==> config.mk <==
export PLATFORM = sky130hd
export DESIGN_NAME = block_field
export DESIGN_NICKNAME = d
export VERILOG_FILES = /design/src/rtl/block_field.sv
export SDC_FILE = /design/constraint.sdc
export NUM_CORES = 1
export LEC_CHECK = 0
export ABC_AREA = 1
export CAP_MARGIN = 5
export CORE_MARGIN = 8
export CORE_UTILIZATION = 60
export DETAILED_ROUTE_END_ITERATION = 8
export GPL_ROUTABILITY_DRIVEN = 0
export PLACE_DENSITY_LB_ADDON = 0.1
export SETUP_SLACK_MARGIN = 0.02
export SYNTH_ARGS = -nofsm -noshare
export SYNTH_HDL_FRONTEND = slang
export SYNTH_SLANG_ARGS = --single-unit
==> constraint.sdc <==
create_clock -name clock -period 6.94 [get_ports clock]
set_input_delay 1.388 -clock clock [delete_from_list [all_inputs] [get_ports clock]]
set_output_delay 1.388 -clock clock [all_outputs]
set_load 0.1 [all_outputs]
==> src/rtl/block_field.sv <==
// Block field for a breakout game: a 32-bit alive bitmap and a scanner that finds
// the first block the latched ball overlaps, then clears it and reports which face was hit.
module block_field #(
  parameter int R_BALL = 8,
  parameter int N_COLS = 8,
  parameter int N_ROWS = 4,
  parameter int W_BLK  = 80,
  parameter int H_BLK  = 20,
  parameter int P_ROW  = 24,
  parameter int Y_TOP  = 48
) (
  input  logic       clock,
  input  logic       reset,
  input  logic       start,
  input  logic [9:0] x_ball,
  input  logic [9:0] y_ball,
  input  logic [9:0] next_x,
  input  logic [9:0] next_y,
  output logic       hit_block,
  output logic       hit_block_u,
  output logic       hit_block_d,
  output logic       hit_block_l,
  output logic       hit_block_r,
  output logic       area,
  output logic [5:0] score,
  output logic       all_clear
);

  localparam int N_BLK = N_COLS * N_ROWS;

  typedef enum logic [1:0] {IDLE, SCAN, HIT, DONE} state_t;

  state_t      r_state, w_next;
  logic [31:0] r_alive;
  logic [5:0]  r_score;
  logic [3:0]  r_hit;   // {u, d, l, r}
  logic [4:0]  r_idx;
  logic [9:0]  r_x_lat, r_y_lat;

  logic        w_same, w_ovl;
  logic [10:0] w_left, w_right, w_top, w_bot;
  logic [10:0] w_xp, w_xm, w_yp, w_ym;
  logic [10:0] w_pu, w_pd, w_pl, w_pr;
  logic [3:0]  w_dir;
  logic [N_COLS-1:0] w_in_col;
  logic [N_ROWS-1:0] w_in_row;

  assign w_same = (x_ball == r_x_lat) && (y_ball == r_y_lat);

  // Edges of the block currently addressed by the scan index
  always_comb begin
    w_left  = 11'(W_BLK * (int'(r_idx) % N_COLS));
    w_right = w_left + 11'(W_BLK - 1);
    w_top   = 11'(Y_TOP + P_ROW * (int'(r_idx) / N_COLS));
    w_bot   = w_top + 11'(H_BLK - 1);
  end

  // Ball extents; the low side clamps at 0 instead of wrapping
  assign w_xp = {1'b0, r_x_lat} + 11'(R_BALL);
  assign w_yp = {1'b0, r_y_lat} + 11'(R_BALL);
  assign w_xm = (r_x_lat >= 10'(R_BALL)) ? {1'b0, r_x_lat - 10'(R_BALL)} : 11'd0;
  assign w_ym = (r_y_lat >= 10'(R_BALL)) ? {1'b0, r_y_lat - 10'(R_BALL)} : 11'd0;

  assign w_ovl = (int'(r_idx) < N_BLK) && r_alive[r_idx] &&
                 (w_xp >= w_left) && (w_xm <= w_right) &&
                 (w_yp >= w_top)  && (w_ym <= w_bot);

  // Penetration depths are only meaningful while the block overlaps (HIT state)
  assign w_pu = w_yp - w_top + 11'd1;
  assign w_pd = w_bot - w_ym + 11'd1;
  assign w_pl = w_xp - w_left + 11'd1;
  assign w_pr = w_right - w_xm + 11'd1;

  always_comb begin
    w_dir = 4'b0001;
    if (w_pu <= w_pd && w_pu <= w_pl && w_pu <= w_pr) w_dir = 4'b1000;
    else if (w_pd <= w_pl && w_pd <= w_pr)             w_dir = 4'b0100;
    else if (w_pl <= w_pr)                             w_dir = 4'b0010;
  end

  always_ff @(posedge clock or negedge reset) begin
    if (!reset) r_state <= IDLE;
    else        r_state <= w_next;
  end

  always_comb begin
    w_next = r_state;
    case (r_state)
      IDLE: if (start) w_next = SCAN;
      SCAN: begin
        if (!start)              w_next = IDLE;
        else if (w_ovl)          w_next = HIT;
        else if (r_idx == 5'd31) w_next = DONE;
      end
      HIT:  w_next = start ? DONE : IDLE;
      DONE: begin
        if (!start)       w_next = IDLE;
        else if (!w_same) w_next = SCAN;
      end
      default: w_next = IDLE;
    endcase
  end

  always_ff @(posedge clock or negedge reset) begin
    if (!reset) begin
      r_alive <= '1;
      r_score <= '0;
      r_hit   <= '0;
      r_idx   <= '0;
      r_x_lat <= '0;
      r_y_lat <= '0;
    end else begin
      case (r_state)
        IDLE: begin
          r_hit <= '0;
          if (!start) begin
            r_alive <= '1;
            r_score <= '0;
          end else begin
            r_x_lat <= x_ball;
            r_y_lat <= y_ball;
            r_idx   <= '0;
          end
        end
        SCAN: if (start && !w_ovl && r_idx != 5'd31) r_idx <= r_idx + 5'd1;
        HIT: if (start) begin
          r_alive[r_idx] <= 1'b0;
          if (r_score != 6'd32) r_score <= r_score + 6'd1;
          r_hit <= w_dir;
        end
        DONE: if (start && !w_same) begin
          r_x_lat <= x_ball;
          r_y_lat <= y_ball;
          r_hit   <= '0;
          r_idx   <= '0;
        end
        default: ;
      endcase
    end
  end

  // Flags are qualified by the live position so they vanish as soon as the ball moves
  assign hit_block_u = r_hit[3] & w_same;
  assign hit_block_d = r_hit[2] & w_same;
  assign hit_block_l = r_hit[1] & w_same;
  assign hit_block_r = r_hit[0] & w_same;
  assign hit_block   = hit_block_u | hit_block_d | hit_block_l | hit_block_r;

  assign score     = r_score;
  assign all_clear = (r_alive == 32'd0);

  for (genvar c = 0; c < N_COLS; c++) begin : g_col
    assign w_in_col[c] = ({1'b0, next_x} >= 11'(W_BLK * c)) &&
                         ({1'b0, next_x} <= 11'(W_BLK * c + W_BLK - 1));
  end
  for (genvar r = 0; r < N_ROWS; r++) begin : g_row
    assign w_in_row[r] = ({1'b0, next_y} >= 11'(Y_TOP + P_ROW * r)) &&
                         ({1'b0, next_y} <= 11'(Y_TOP + P_ROW * r + H_BLK - 1));
  end

  always_comb begin
    area = 1'b0;
    for (int k = 0; k < N_BLK; k++)
      if (w_in_col[k % N_COLS] && w_in_row[k / N_COLS] && r_alive[k]) area = 1'b1;
  end

endmodule

==> flow_summary.ini, run 1 <==
[status]
outcome = completed

[final_layout]
final_nets = 1525
layout_common_cells = 268 x nand2_1, 189 x inv_1, 168 x ha_1
syn2layout_area_growth_pct = 9.91
drive_gt1_share_pct = 7.37
layout_commonest_cell = nand2_1
diodes = 0
layout.cells.non_filler = 1500

[die]
fp.coreArea_um2 = 14500
initial_core_util_pct = 61.2
die_w_um = 138
ios = 56
num_rows = 44
die_y_um = 138
dieArea_um2 = 19000

[route]
dr_wl_met2_um = 10400
ant_nets = 0
first_pass_iters = 7
wirelength_um = 23000
wl_met1_um = 10800
drt-initial-drc-count = 468
routed_via_density = 5.63
vias = 8442
drcViolationCount = 0
dr.max_layer_used = met4
dr_wl_met3_um = 1250
wl_per_cell_um = 15.3

[timing]
fin_skew_ns = 0.00601
worstMarginPinSlew_ns = 0.980
rsz0062_at_grt = false
fin_crit_ns = 5.71
fin_crit_sh_pct = 82.3
fin_setup_tns_ns = 0
slew_violations = 0
hold_violations = 0
finalSetupViolations = 0
slew_headroom_pct = 34.5
fmax_ghz = 0.175

[worst_setup_path]
worstPathArrival_ns = 4.33
r2r_end = r_hit[1]
crit_path_end_kind = output port
critPathSlowestCell = clkdlybuf4s50_1
cp_common_cell = clkdlybuf4s50_1
rrSetupSlack_ns = 2.11
worstReg2RegStart = r_idx[3]
crit_type = input port to output port
critical_path.top_delay_family = buffers and inverters
max_stage_delay_ns = 1.17
startpoint_type = input port
rr_worst_depth = 19
crit_buf_inv = 2
cp_cell_sequence = clkdlybuf4s50_1 > xnor2_1 > nand4_1 > nor2_1 > nand3_2 > a41oi_1 > clkdlybuf4s50_1
crit_path_max_fanout = 7
required_ns = 5.55

[yosys]
postSynthAreaPerCell_um2 = 7.02
yosysSeqAreaShare_pct = 19.9
synth_edf_count = 0
yosys_warnings = 0
yosysUniqueCellTypes = 54
synthCells = 1267
synth-main-ff-cell = dfrtp_1
synth_nets = 1481
synth-seq-cells = 69
synthArstFlopShare_pct = 100
synth_area_um2 = 8890

[clock_network]
clockBufferDepth = 2
cts-resized-gates = 0
tritoncts = built
clkSlewWorstSetupHoldPaths_ns = 0.05
clk_latency_ns = 0.34
clock_sinks = 69
holdBufCountCts = 0
root_buffer = clkbuf_16
post_cts_buffers = 0
cts.htree.levels = 3
cts_buffers = 9

[grt]
grt_max_degree = 70
grt_pass1_wl_um = 37700
antenna_found_initial = 0
gr-usage-all-layers_pct = 24.5
grt_pass1_vias = 7931
gr-total-overflow = 0

[place]
dp.final_hpwl_um = 18300
placedCellCount = 1484
port_buffers = 49

[run]
cap_violations = 0

[worst_hold_path]
holdPathEnd = r_hit[0]
hold_depth = 2
hold_path.class = flop to flop
worstHoldStart = r_hit[0]
==> cells by family (layout without fill, tap and decap cells) <==
logic type               Yosys count  after routing  synth area share (%)
flip-flops                        69             69                  19.9
adder cells (fa/ha/maj)          171            171                  24.3
XOR/XNOR                          65             65                  6.40
AO/OA/AOI/OAI                    208            208                  13.0
buffers and inverters            226            275                  10.1
AND/OR/NAND/NOR                  528            528                  26.2
==> metal layers <==
metal / track usage (%) / vias up
li1: - / 4270
met1: 32.4 / 3910
met2: 40.3 / 226
met3: 3.68 / 36
met4: 7.58 / 0
met5: 0 / -
==> worst max path at each step <==
stage | start | endpoint | cells past startpoint
after global routing | next_x[8] | area | 12
after detailed placement | x_ball[0] | hit_block | 7
after CTS | x_ball[0] | hit_block | 7
final | x_ball[0] | hit_block | 7
after floorplan | y_ball[3] | hit_block | 6
after global placement | x_ball[0] | hit_block | 7
==> tightest hold or removal path: cells and delay by family, from the launching register on <==
| family | cells | cell delay (ns) |
|---|---|---|
| DFF | 1 | 0.34 |
| and+or+nand+nor | 2 | 0.11 |
==> cell type report <==
cell class	count	area, um2
clock buffer	14	254
clock inverter	2	10.0
fill	1350	4760
inverter	207	781
multi-input combinational	972	6220
sequential	69	1770
tap	184	230
timing repair buffer	52	508
==> Yosys cell counts, types with 8 or more instances <==
cell,instances,share of area (%)
dfrtp_1,37,10
nand3_1,79,4.4
nand2_1,268,11
inv_2,15,0.63
a21oi_1,68,3.8
nor4_1,15,1.1
nand4_1,20,1.4
xor2_1,44,4.3
nor3_1,11,0.62
nor2_2,8,0.56
ha_1,168,24
o21ai_0,88,5.0
inv_1,189,8.0
dfstp_2,32,9.5
nor2_1,99,4.2
o22ai_1,12,0.84
xnor2_1,21,2.1
==> metrics by stage <==
step | utilization [%] | instance area (um2) | worst slack (ns) | hold slack, ns
6_report | 67.2 | 9770 | 1.23 | 0.479
5_1_grt | 67.2 | 9770 | 1.11 | 0.498
4_1_cts | 67.2 | 9770 | 1.24 | 0.480
3_5_place_dp | 65.4 | 9510 | 1.27 | 0.468
3_3_place_gp | 65.4 | 9510 | 1.26 | 0.468
2_1_floorplan | - | 8890 | 2.05 | 0.449
==> registers in the layout (all words and copies together) (netlist names) <==
signal	cells
r_alive	32
r_x_lat	10
r_y_lat	10
score	6
r_idx	5
r_hit	4
r_state	2
Power of run 1 is not shown: default switching activity piles up to over one toggle a cycle in this logic, so the estimate is an artifact.
==> inputs of run 2 (changes only) <==
--- a/config.mk
+++ b/config.mk
@@ -8,7 +8,7 @@
 export ABC_AREA = 1
 export CAP_MARGIN = 5
 export CORE_MARGIN = 8
-export CORE_UTILIZATION = 60
+export CORE_UTILIZATION = 56
 export DETAILED_ROUTE_END_ITERATION = 8
 export GPL_ROUTABILITY_DRIVEN = 0
 export PLACE_DENSITY_LB_ADDON = 0.1
==> constraint.sdc (replaced) <==
create_clock -name clock -period 5.09 [get_ports clock]
set_input_delay 1.018 -clock clock [delete_from_list [all_inputs] [get_ports clock]]
set_output_delay 1.018 -clock clock [all_outputs]
set_load 0.1 [all_outputs]
==> run 2 against run 1 <==
Count of clock-buffer cells in the layout decreased by 4. Sequential share of layout area decreased by 0.17 points. Via count decreased by 1.3%. Highest routed layer unchanged. Largest cell class unchanged. Flip-flop and latch count unchanged. Global-route usage decreased by 1.1 points. Cell area increased by 0.93%. Non-clock buffer count increased by 4. Cell count increased by 2.4%. Critical path type is now flop to flop. Clock skew about the same. Setup slack got worse by 0.62 ns.
==> flow_summary.ini, run 2 (synthesis results as in run 1) <==
[final_layout]
layout_commonest_cell = nand2_1
reg_top3 = r_alive x32, r_x_lat x10, r_y_lat x10
layout_common_cells = 268 x nand2_1, 189 x inv_1, 168 x ha_1
diodes = 0
final_nets = 1529
largest_register = r_alive
fillers = 1472
drive_gt1_share_pct = 8.41
regArea_um2 = 1770
largest_register_ffs = 32
syn2layout_area_growth_pct = 10.9
multi_input_area_um2 = 6220

[run]
cap_violations = 0

[die]
die_w_um = 142
num_rows = 46
initial_core_util_pct = 56.6
fp.coreArea_um2 = 15700
die_y_um = 142
ios = 56
dieArea_um2 = 20200

[worst_setup_path]
crit_path_max_fanout = 8
critical_path.top_delay_family = simple AND/OR/NAND/NOR gates
crit_type = flop to flop
required_ns = 5.31
max_stage_delay_ns = 0.51
crit_path_end_kind = flop
rrSetupSlack_ns = 0.61
startpoint_type = flop
crit_buf_inv = 5
worstPathArrival_ns = 4.71
critPathSlowestCell = dfrtp_1

[route]
wirelength_um = 23100
routed_via_density = 5.42
drt-initial-drc-count = 566
drcViolationCount = 0
ant_nets = 0
vias = 8330
first_pass_iters = 5
wl_per_cell_um = 15.0

[timing]
hold_violations = 0
fmax_ghz = 0.223
layout_setup_ws_ns = 0.607
fin_setup_tns_ns = 0
fin_crit_ns = 4.48
worstMarginPinSlew_ns = 0.977
rsz0062_at_grt = false
fin_skew_ns = 0.00634
slew_headroom_pct = 34.7
fin_crit_sh_pct = 88.1
finalSetupViolations = 0
slew_violations = 0

[status]
outcome = completed

[grt]
grt_max_degree = 38
gr-usage-all-layers_pct = 23.4
grt_pass1_vias = 7950
antenna_found_initial = 0
grt_pass1_wl_um = 38300
gr-total-overflow = 0

[clock_network]
cts-resized-gates = 0
cts_buffers = 9
clock_sinks = 69
root_buffer = clkbuf_16
post_cts_buffers = 0
tritoncts = built
holdBufCountCts = 0
clockBufferDepth = 2
clkSlewWorstSetupHoldPaths_ns = 0.06
cts.htree.levels = 3
clk_latency_ns = 0.34

[place]
place_ws_ns = 0.625
dp.final_hpwl_um = 18800
port_buffers = 49

[worst_hold_path]
hold_path.class = flop to flop
-- run 2: changes by cell type in the layout (fill, tap and decap cells not counted) --
cell,delta
inv_6,+1
bufinv_16,+1
clkinv_2,+1
clkinvlp_4,+1
buf_4,+10
clkdlybuf4s50_1,-6
clkbuf_1,-4
-- run 2: metal layers --
metal	vias up	track usage, %	share of wire (%)	routed length (um)
met4	0	6.67	1.8	422
li1	4269	-	-	-
met2	199	39.3	47	10900
met3	29	3.99	4.8	1100
met1	3833	30.1	46	10700
met5	-	0	0	0
-- run 2: final timing paths --
kind,cells after the start,startpoint,end
worst max-delay path,26,r_y_lat[3],r_hit[0]
worst min-delay path,2,r_alive[24],r_alive[24]
worst max register to register,26,r_y_lat[3],r_hit[0]
worst min register to register,2,r_alive[24],r_alive[24]
max in group asynchronous,2,reset,r_alive[20]
min in group asynchronous,1,reset,r_x_lat[0]
-- run 2: final cells by class --
type / count / share of cell area, %
multi-input combinational: 972 / 63.1
sequential: 69 / 17.9
inverter: 207 / 7.92
tap: 216 / 2.74
clock inverter: 6 / 0.622
clock buffer: 10 / 2.42
timing repair buffer: 56 / 5.30
-- run 2: through the flow --
step / hold WS, ns / cell area, um2 / util [%] / cells
6_report: 0.485 / 9860 / 62.8 / 1536
5_1_grt: 0.503 / 9860 / 62.8 / 1536
4_1_cts: 0.484 / 9860 / 62.8 / 1536
3_5_place_dp: 0.474 / 9560 / 60.9 / 1520
3_3_place_gp: 0.465 / 9560 / 60.9 / 1520
2_1_floorplan: 0.449 / 8890 / - / 1267
-- run 2: worst register-to-register path: cells and delay by family, from the launching register on --
| kind | cells | cell delay (ns) |
|---|---|---|
| xor gates and xnor gates | 1 | 0.26 |
| AOI/OAI and AO/OA | 2 | 0.45 |
| and+or+nand+nor | 15 | 1.87 |
| adders and majority gates | 3 | 0.84 |
| DFF | 1 | 0.51 |
| buffers and inverters | 5 | 0.44 |
Power of run 2 is left out for the same reason.
